===== src/rtl/demux_stream_router_if.sv =====
// -----------------------------------------------------------------------------
// demux_stream_router_if
//   Bundles the upstream valid/ready word stream and the NUM_CH downstream
//   valid/ready channels of the stream demultiplexer.
//
//   Upstream   : in_valid, in_ready, in_data[DATA_W], in_sel[SEL_W]
//   Downstream : out_valid[NUM_CH], out_ready[NUM_CH],
//                out_data[NUM_CH*DATA_W] (channel k at [k*DATA_W +: DATA_W])
//
//   master : the environment (producer + consumers)
//   slave  : the router
// -----------------------------------------------------------------------------
interface demux_stream_router_if #(
  parameter int NUM_CH = 16,
  parameter int DATA_W = 8,
  parameter int SEL_W  = 4
);
  logic                       in_valid;
  logic                       in_ready;
  logic [DATA_W-1:0]          in_data;
  logic [SEL_W-1:0]           in_sel;
  logic [NUM_CH-1:0]          out_valid;
  logic [NUM_CH-1:0]          out_ready;
  logic [NUM_CH*DATA_W-1:0]   out_data;

  modport master (
    output in_valid, in_data, in_sel, out_ready,
    input  in_ready, out_valid, out_data
  );

  modport slave (
    input  in_valid, in_data, in_sel, out_ready,
    output in_ready, out_valid, out_data
  );
endinterface


===== src/rtl/demux_stream_router.sv =====
// -----------------------------------------------------------------------------
// demux_stream_router
//   Registered 1-to-NUM_CH stream demultiplexer. Each accepted word is written
//   into a one-entry register of the channel named by its select and presented
//   there one clock later. Each channel drains independently under its own
//   ready. Words whose select names no channel are accepted, discarded and
//   counted in a saturating drop counter.
//
//   Ports
//     clk        : single clock, rising edge
//     rst        : synchronous, active-high reset
//     bus        : demux_stream_router_if.slave (upstream + NUM_CH channels)
//     drop_count : saturating count of words dropped for out-of-range select
// -----------------------------------------------------------------------------
module demux_stream_router #(
  parameter int NUM_CH = 16,
  parameter int DATA_W = 8,
  parameter int SEL_W  = 4,
  parameter int CNT_W  = 8
) (
  input  logic                   clk,
  input  logic                   rst,
  demux_stream_router_if.slave   bus,
  output logic [CNT_W-1:0]       drop_count
);

  localparam logic [CNT_W-1:0] CNT_MAX = {CNT_W{1'b1}};

  // Saturating increment: the counter sticks at all-ones instead of wrapping.
  function automatic logic [CNT_W-1:0] sat_inc(input logic [CNT_W-1:0] c);
    return (c == CNT_MAX) ? c : c + 1'b1;
  endfunction

  logic [NUM_CH-1:0]        vld_p1;
  logic [NUM_CH*DATA_W-1:0] data_p1;
  logic [CNT_W-1:0]         drop_cnt;

  logic [NUM_CH-1:0]        sel_hit;
  logic [NUM_CH-1:0]        load;
  logic                     in_range;
  logic                     sel_free;
  logic                     in_ready_c;
  logic                     accept;
  logic                     drop;

  // ---- Stage p0: select decode and upstream handshake ----------------------
  // The decode loop doubles as the range check, so an out-of-range select
  // never indexes past the channel vectors.
  always_comb begin
    sel_hit  = '0;
    sel_free = 1'b0;
    for (int k = 0; k < NUM_CH; k++) begin
      if (bus.in_sel == SEL_W'(k)) begin
        sel_hit[k] = 1'b1;
        // Free if empty, or if its word leaves this same cycle.
        sel_free   = ~vld_p1[k] | bus.out_ready[k];
      end
    end
  end

  assign in_range   = |sel_hit;
  // Out-of-range words are always taken so they cannot wedge the stream.
  assign in_ready_c = ~rst & (~in_range | sel_free);
  assign accept     = bus.in_valid & in_ready_c;
  assign load       = sel_hit & {NUM_CH{accept}};
  assign drop       = accept & ~in_range;

  // ---- Stage p1: per-channel output registers and drop counter -------------
  always_ff @(posedge clk) begin
    if (rst) begin
      vld_p1   <= '0;
      data_p1  <= '0;
      drop_cnt <= '0;
    end else begin
      // A load wins over a drain on the same channel, giving back-to-back
      // throughput; a stalled channel simply holds.
      vld_p1 <= load | (vld_p1 & ~bus.out_ready);
      for (int k = 0; k < NUM_CH; k++) begin
        if (load[k]) begin
          data_p1[k*DATA_W +: DATA_W] <= bus.in_data;
        end
      end
      if (drop) begin
        drop_cnt <= sat_inc(drop_cnt);
      end
    end
  end

  assign bus.in_ready  = in_ready_c;
  assign bus.out_valid = vld_p1;
  assign bus.out_data  = data_p1;
  assign drop_count    = drop_cnt;

endmodule


===== src/flat_wrapper.sv =====
// flat-port wrapper written by rule: the top's interface ports become plain ports
module demux_stream_router_flat 
#(
  parameter int NUM_CH = 16,
  parameter int DATA_W = 8,
  parameter int SEL_W  = 4,
  parameter int CNT_W  = 8
)
  (clk, rst, drop_count, bus_in_valid, bus_in_data, bus_in_sel, bus_out_ready, bus_in_ready, bus_out_valid, bus_out_data);
  demux_stream_router_if #(.NUM_CH(NUM_CH), .DATA_W(DATA_W), .SEL_W(SEL_W)) bus_i ();
  input  logic clk;
  input  logic rst;
  output logic [CNT_W-1:0] drop_count;
  input wire logic [$bits(bus_i.in_valid)-1:0] bus_in_valid;
  input wire logic [$bits(bus_i.in_data)-1:0] bus_in_data;
  input wire logic [$bits(bus_i.in_sel)-1:0] bus_in_sel;
  input wire logic [$bits(bus_i.out_ready)-1:0] bus_out_ready;
  output wire logic [$bits(bus_i.in_ready)-1:0] bus_in_ready;
  output wire logic [$bits(bus_i.out_valid)-1:0] bus_out_valid;
  output wire logic [$bits(bus_i.out_data)-1:0] bus_out_data;
  assign bus_i.in_valid = bus_in_valid;
  assign bus_i.in_data = bus_in_data;
  assign bus_i.in_sel = bus_in_sel;
  assign bus_i.out_ready = bus_out_ready;
  assign bus_in_ready = bus_i.in_ready;
  assign bus_out_valid = bus_i.out_valid;
  assign bus_out_data = bus_i.out_data;
  demux_stream_router #(.NUM_CH(NUM_CH), .DATA_W(DATA_W), .SEL_W(SEL_W), .CNT_W(CNT_W)) u_core (.clk(clk), .rst(rst), .bus(bus_i), .drop_count(drop_count));
endmodule

===== config.mk =====
export PLATFORM = sky130hd
export DESIGN_NAME = demux_stream_router_flat
export DESIGN_NICKNAME = d
export VERILOG_FILES = /design/src/rtl/demux_stream_router_if.sv /design/src/rtl/demux_stream_router.sv /design/src/flat_wrapper.sv
export SDC_FILE = /design/constraint.sdc
export NUM_CORES = 1
export LEC_CHECK = 0
export ABC_CLOCK_PERIOD_IN_PS = 3600
export CAP_MARGIN = 15
export CELL_PAD_IN_SITES_DETAIL_PLACEMENT = 0
export CELL_PAD_IN_SITES_GLOBAL_PLACEMENT = 1
export CORE_AREA = 2 2 153 118
export CTS_CLUSTER_SIZE = 24
export DETAILED_ROUTE_END_ITERATION = 8
export DIE_AREA = 0 0 155 120
export PLACE_DENSITY = 0.79
export SETUP_SLACK_MARGIN = 0.2
export SLEW_MARGIN = 10
export SYNTH_ARGS = -nofsm -noshare
export SYNTH_HDL_FRONTEND = slang
export SYNTH_SLANG_ARGS = --single-unit

===== constraint.sdc =====
create_clock -name clk -period 3.6 [get_ports clk]
set_input_delay 1.08 -clock clk [delete_from_list [all_inputs] [get_ports clk]]
set_output_delay 1.08 -clock clk [all_outputs]
set_load 0.01 [all_outputs]

After elaboration in Yosys (flattened, before gate mapping)
Cells that the tools add are included.
{ "word_totals": {"regBits": 152, "out_inout_bits": 153, "word_cells": 113} }
{ "op_classes": {"addsub": 1, "eq_ne": 16, "mux": 32, "bitwise_logic": 43, "n_reduce_logical": 3} }
{ "op_table": {"columns": ["cell", "count"], "rows": [
  ["AND 16 bit", 2],
  ["== test 4 bit (second input constant)", 8],
  ["2-to-1 mux 1 bit", 32],
  ["inverter 1 bit", 19],
  ["OR 1 bit", 17],
  ["== test 4 x 3 -> 1 bit (second input constant)", 4],
  ["inverter 16 bit", 1],
  ["OR 16 bit", 1],
  ["OR reduction 16 bit", 1],
  ["adder 8 x 1 -> 8 bit (second input constant)", 1],
  ["== test 4 x 2 -> 1 bit (second input constant)", 2],
  ["== test 8 bit (second input constant)", 1],
  ["== test 4 x 1 -> 1 bit (second input constant)", 1],
  ["logical NOT 4 bit", 1],
  ["AND 1 bit", 3],
  ["AND reduction 2 bit", 1]
]} }

Logic depth before layout (Yosys ltp)
{ "logic_depth": {"ltp_word": 23, "mapped_depth": 9, "ltp_nobuf": 6} }

Least setup slack after synthesis
No wires, ideal clock.
{ "synth_timing": {"kind": "input port to output port", "startpoint": "input bus_in_sel[3]", "endpoint": "output bus_in_ready", "t_arrival_ps": 2454, "t_required_ps": 2520, "setup_slack_ps": 66, "cell_stages": 7, "n_path_buf": 3, "cell_sequence": "buf_4 > nand2_1 > or3_1 > a211o_1 > buf_2 > clkbuf_1 > nor2_1"} }
{ "synth_between": {"elab_chain_cells": 19} }
{ "synth_rtl": {"columns": ["element", "line_no", "rtl"], "rows": [
  ["start: declaration", "flat_wrapper.sv:16", "input wire logic [$bits(bus_i.in_sel)-1:0] bus_in_sel;"],
  ["logical NOT 4 bit", "demux_stream_router.sv:53", "if (bus.in_sel == SEL_W'(k)) begin"],
  ["2-to-1 mux 1 bit (16 in a row)", "demux_stream_router.sv:53", null],
  ["OR 1 bit (*)", "demux_stream_router.sv:63", "assign in_ready_c = ~rst & (~in_range | sel_free);"],
  ["AND 1 bit (*)", "demux_stream_router.sv:63", null],
  ["end: declaration", "flat_wrapper.sv:18", "output wire logic [$bits(bus_i.in_ready)-1:0] bus_in_ready;"]
]} }
Mark *: on every way between the ends. The rest lies on a longest branch, timed or not.

Worst setup path after layout
{ "layout_timing": {"startpoint": "input bus_out_ready[14]", "endpoint": "output bus_in_ready"} }
{ "layout_between": {"elab_chain_cells": 5} }
{ "layout_rtl": {"columns": ["element", "line_no", "rtl"], "rows": [
  ["start: declaration", "flat_wrapper.sv:17", "input wire logic [$bits(bus_i.out_ready)-1:0] bus_out_ready;"],
  ["OR 1 bit", "demux_stream_router.sv:56", "sel_free = ~vld_p1[k] | bus.out_ready[k];"],
  ["2-to-1 mux 1 bit (2 in a row)", "demux_stream_router.sv:53", null],
  ["OR 1 bit", "demux_stream_router.sv:63", null],
  ["AND 1 bit", "demux_stream_router.sv:63", null]
]} }
Every way passes these cells.

==> results.md <==
- IR analysis of the VDD net gives a maximum drop of 0.282 mV.
- The net count of the mapped netlist is about 620.
- The worst hold margin is around 0.46 ns.
- The kind of cell with the highest combined delay along the critical path is simple AND/OR/NAND/NOR gates.
- The worst-margin pin slew is approximately 0.74 ns.
- In this run the cell area measured after placement is 8360 um^2.
- The final setup TNS is 0 ns.
- The first TritonRoute pass finished after 4 iterations.
- The worst setup path is captured at a primary output.
- The cell internal power dissipation is roughly 2.7 mW.
- The post-synthesis instance total is 593.
- The kind of path behind the tightest hold check is register to register.
- Total power for the finished layout comes to 3.62 mW.
- In the final layout, the share of cells above drive strength 1 is 0.200.
- In the finished design, the share of the clock period the worst path needs comes to 0.972.
- The depth of the most critical reg-to-reg path is 7.
- In the synthesized netlist the async set-or-reset flop fraction comes to 0.
- The via count of the first global-routing pass was 5302.
- The number of buffers and inverters on the critical path is 2.
- The pin count of the biggest net entering global routing is 41.
- The routed length per instance is around 19 um.
- The H-tree generated during clock tree synthesis spans 4 levels.
- The number of antenna violations at the first check in global routing is 0.
- The starting density of the core is 0.343.
- The analysis attributes to cell leakage a power of between 4 and 5 nW.
- The library cell with the highest instance count after synthesis is sky130_fd_sc_hd__dfxtp_1.
- After detailed placement, the design holds a cell count of 1004.
- Relative to the synthesized area, the layout overhead comes to 56.0%.
- Of the synthesized area, sequential elements account for 0.517.
- For this block, the initial DRC count from the detailed router was 305.
- The first-pass GRT wire length is 29.7 mm.
- The final max-slew violation count is 0.
- During synthesis, Yosys emitted a total of 0 warnings.
- Between clock sinks in the finished design, the worst skew comes to ~0.0063 ns.
- The floorplan has 42 rows.
- Counting the fill cells in the layout gives 1517.
- STA classifies the critical path startpoint as an input port.
- The commonest register cell after synthesis is sky130_fd_sc_hd__dfxtp_1.
- The total wire length is 19.5 mm.
- The clock insertion delay at the later pin of the skew report is 0.42 ns.
- The clock period minus worst slack is between 3 and 4 ns.
- The total overflow left after global routing is 0.
- The clock sink count is between 150 and 200.
- Summing over every cut layer, the via total after detailed routing is about 5300.
- For this design the ratio of total power to cell area is 394 nW/um^2.
- The worst relative slew slack is 0.504.
- The global-route usage over all layers is 0.210.
- The number of cells in the finished layout apart from fillers is 1047.
- The cell area that synthesis handed to floorplanning was approximately 6000 um^2.
- The number of routed nets with antenna violations is 0.
- After synthesis, the mean cell area works out to 9.93 um^2.
- Of the total power, registers draw 0.472.
- From left edge to right edge, the die measures 155 um.
- Dividing the detail-routed via count by the number of cells gives 5.06.
- Of the total power, the share spent switching nets is 0.241.
- At the end of routability-driven placement, the weighted congestion stood at 0.854.
- The register bit total from synthesis is 152.
- The HPWL after detailed placement is 14.0 mm.
- The number of buffers inserted by port buffering is ~180.
- At the worst endpoint, the required time is 2.52 ns.
- The run finished with clean final reports.
- For this design, the slowest cell found on the critical path is sky130_fd_sc_hd__or3_4.
- Setup violations remaining at the end of the flow were counted as 0.
- The cell depth of the worst min-delay path is 2.
- The die footprint is 18600 um^2.
- STA puts the critical path data arrival time at 2.42 ns.
- The overall die height is 120 um.
- The number of nets in the final layout is 846.
- The diode insertion count for antenna repair is 0.
- The CTS root buffer is sky130_fd_sc_hd__clkbuf_16.
- The total net switching power is about 0.87 mW.
- The post-placement setup slack is -0.872 ns.
- The area fraction of the dominant cell type after synthesis is 0.517.
- The total CTS buffers is 17.
- The synthesized design contains 0 enable-type register cells.
- The clock-pin slew of the registers on the worst-case setup and hold paths is 0.05 ns.
- Setup repair after global routing could not meet its margin everywhere.
- Walking the worst path, the cells encountered are dlygate4sd2_1 > nand2b_4 > nor2_2 > or3_4 > a211o_1 > nor2_4 > buf_6.
- The combinational fraction of design power is 0.083.
- In this design, the stage delay of the slowest critical-path cell is 0.36 ns.
- The clock tree from TritonCTS is built.
- The final design utilization is 0.535.
- The clock passes through at most 2 buffers.
- For flop-to-flop paths, the worst setup slack is 1.23 ns.
- Setup slack on the critical path of the routed design comes to ~0.10 ns.
- The share of total power dissipated in the clock network is 0.445.
- The number of stages on the worst setup path is 7.
- 184 I/O pins were placed.
- The number of failing hold endpoints at the final stage is 0.
- The tool flagged a number of max-cap violations equal to 0.
- The path type of the worst setup path is input port to primary output.
- With fillers left out, the area of the finished cells amounts to about 9200 um^2.
- The synthesized design spends more area on one cell type than any other, namely sky130_fd_sc_hd__dfxtp_1.
- For this design, the CTS-stage hold fixing added 0 buffers.
- In the synthesized netlist, the cells that appear most often are sky130_fd_sc_hd__dfxtp_1 (152), sky130_fd_sc_hd__nand2_1 (108), sky130_fd_sc_hd__mux2i_1 (97).
- In the routed design, unresolved DRC markers number 0.
- The highest fanout seen on the critical path is 2.
- The core region is 17200 um^2.
- The number of distinct library cell variants in the gate-level netlist after synthesis is 44.
- Timing would allow up to 286 MHz.
- By area the synthesized netlist is led by sky130_fd_sc_hd__dfxtp_1 (52%), sky130_fd_sc_hd__mux2i_1 (16%), sky130_fd_sc_hd__nand2_1 (6.9%).
## worst min-delay path, cell delays in order (launching register included)
cell and delay [ns]:
sky130_fd_sc_hd__dfxtp_1 0.30, sky130_fd_sc_hd__nand2_1 0.05, sky130_fd_sc_hd__mux2i_1 0.05
## power groups by stage
stage / clock network, mW / logic [mW] / registers [mW]
final: 1.61 / 0.301 / 1.71
after global routing: 1.72 / 0.320 / 1.71
after CTS: 1.64 / 0.296 / 1.71
after detailed placement: 0 / 0.277 / 1.74
after global placement: 0 / 0.273 / 1.74
after floorplan: 0 / 0.131 / 1.75
## cells in the final DEF, fill, tap and decap left out, drive strengths merged, types with 4 or more instances in the layout
cell,instances
nand2b,18
and3,6
nand3,9
buf,77
clkinv,7
nor2,10
nor2b,13
nor4,24
nand2,108
nand4,8
a21oi,19
o21ai,10
clkinvlp,4
a31o,25
dlygate4sd2,11
inv,9
clkdlybuf4s50,164
dfxtp,152
mux2i,97
o311ai,8
clkbuf,21
## flip-flops by register name, indices dropped and copies added (netlist names)
signal / cells
u_core.bus.out_data: 128
u_core.bus.out_valid: 16
u_core.drop_count: 8
## final timing paths
| path | from | to |
|---|---|---|
| worst max-delay path | bus_out_ready[14] | bus_in_ready |
| worst min-delay path | u_core.bus.out_data[8] | u_core.bus.out_data[8] |
| worst max register to register | u_core.bus.out_valid[14] | u_core.bus.out_data[119] |
| worst min register to register | u_core.bus.out_data[8] | u_core.bus.out_data[8] |
## repair_timing
item / 4_1_cts / 5_1_grt
gates resized for setup: 80 / 6
setup buffers: 9 / 1
endpoints found under the setup margin: 1 / 1
pin swaps: 17 / 4
cloned: 2 / 0
## routing by layer
layer / share of wire / GRT usage / wire length [um] / vias up
met2: 0.45 / 0.331 / 8800 / 200
met4: 0.012 / 0.0619 / 231 / 0
li1: - / - / - / 2519
met3: 0.074 / 0.0675 / 1440 / 19
met5: 0 / 0 / 0 / -
met1: 0.46 / 0.276 / 9000 / 2565
## cells by family after synthesis
group,count (synthesis),share of synthesized area
AOI/OAI and AO/OA,73,0.0927
buffers and inverters,62,0.0512
DFF,152,0.517
muxes,97,0.165
and+or+nand+nor,209,0.174
## area by class of cell
class / count / area [um^2] / area share
sequential: 152 / 3040 / 0.331
multi-input combinational: 379 / 2780 / 0.303
timing repair buffer: 255 / 2510 / 0.273
clock buffer: 21 / 460 / 0.0501
tap: 220 / 275 / 0.0300
clock inverter: 10 / 72.6 / 0.00790
inverter: 10 / 43.8 / 0.00477
No activity file was read; power rests on OpenSTA's default activity.
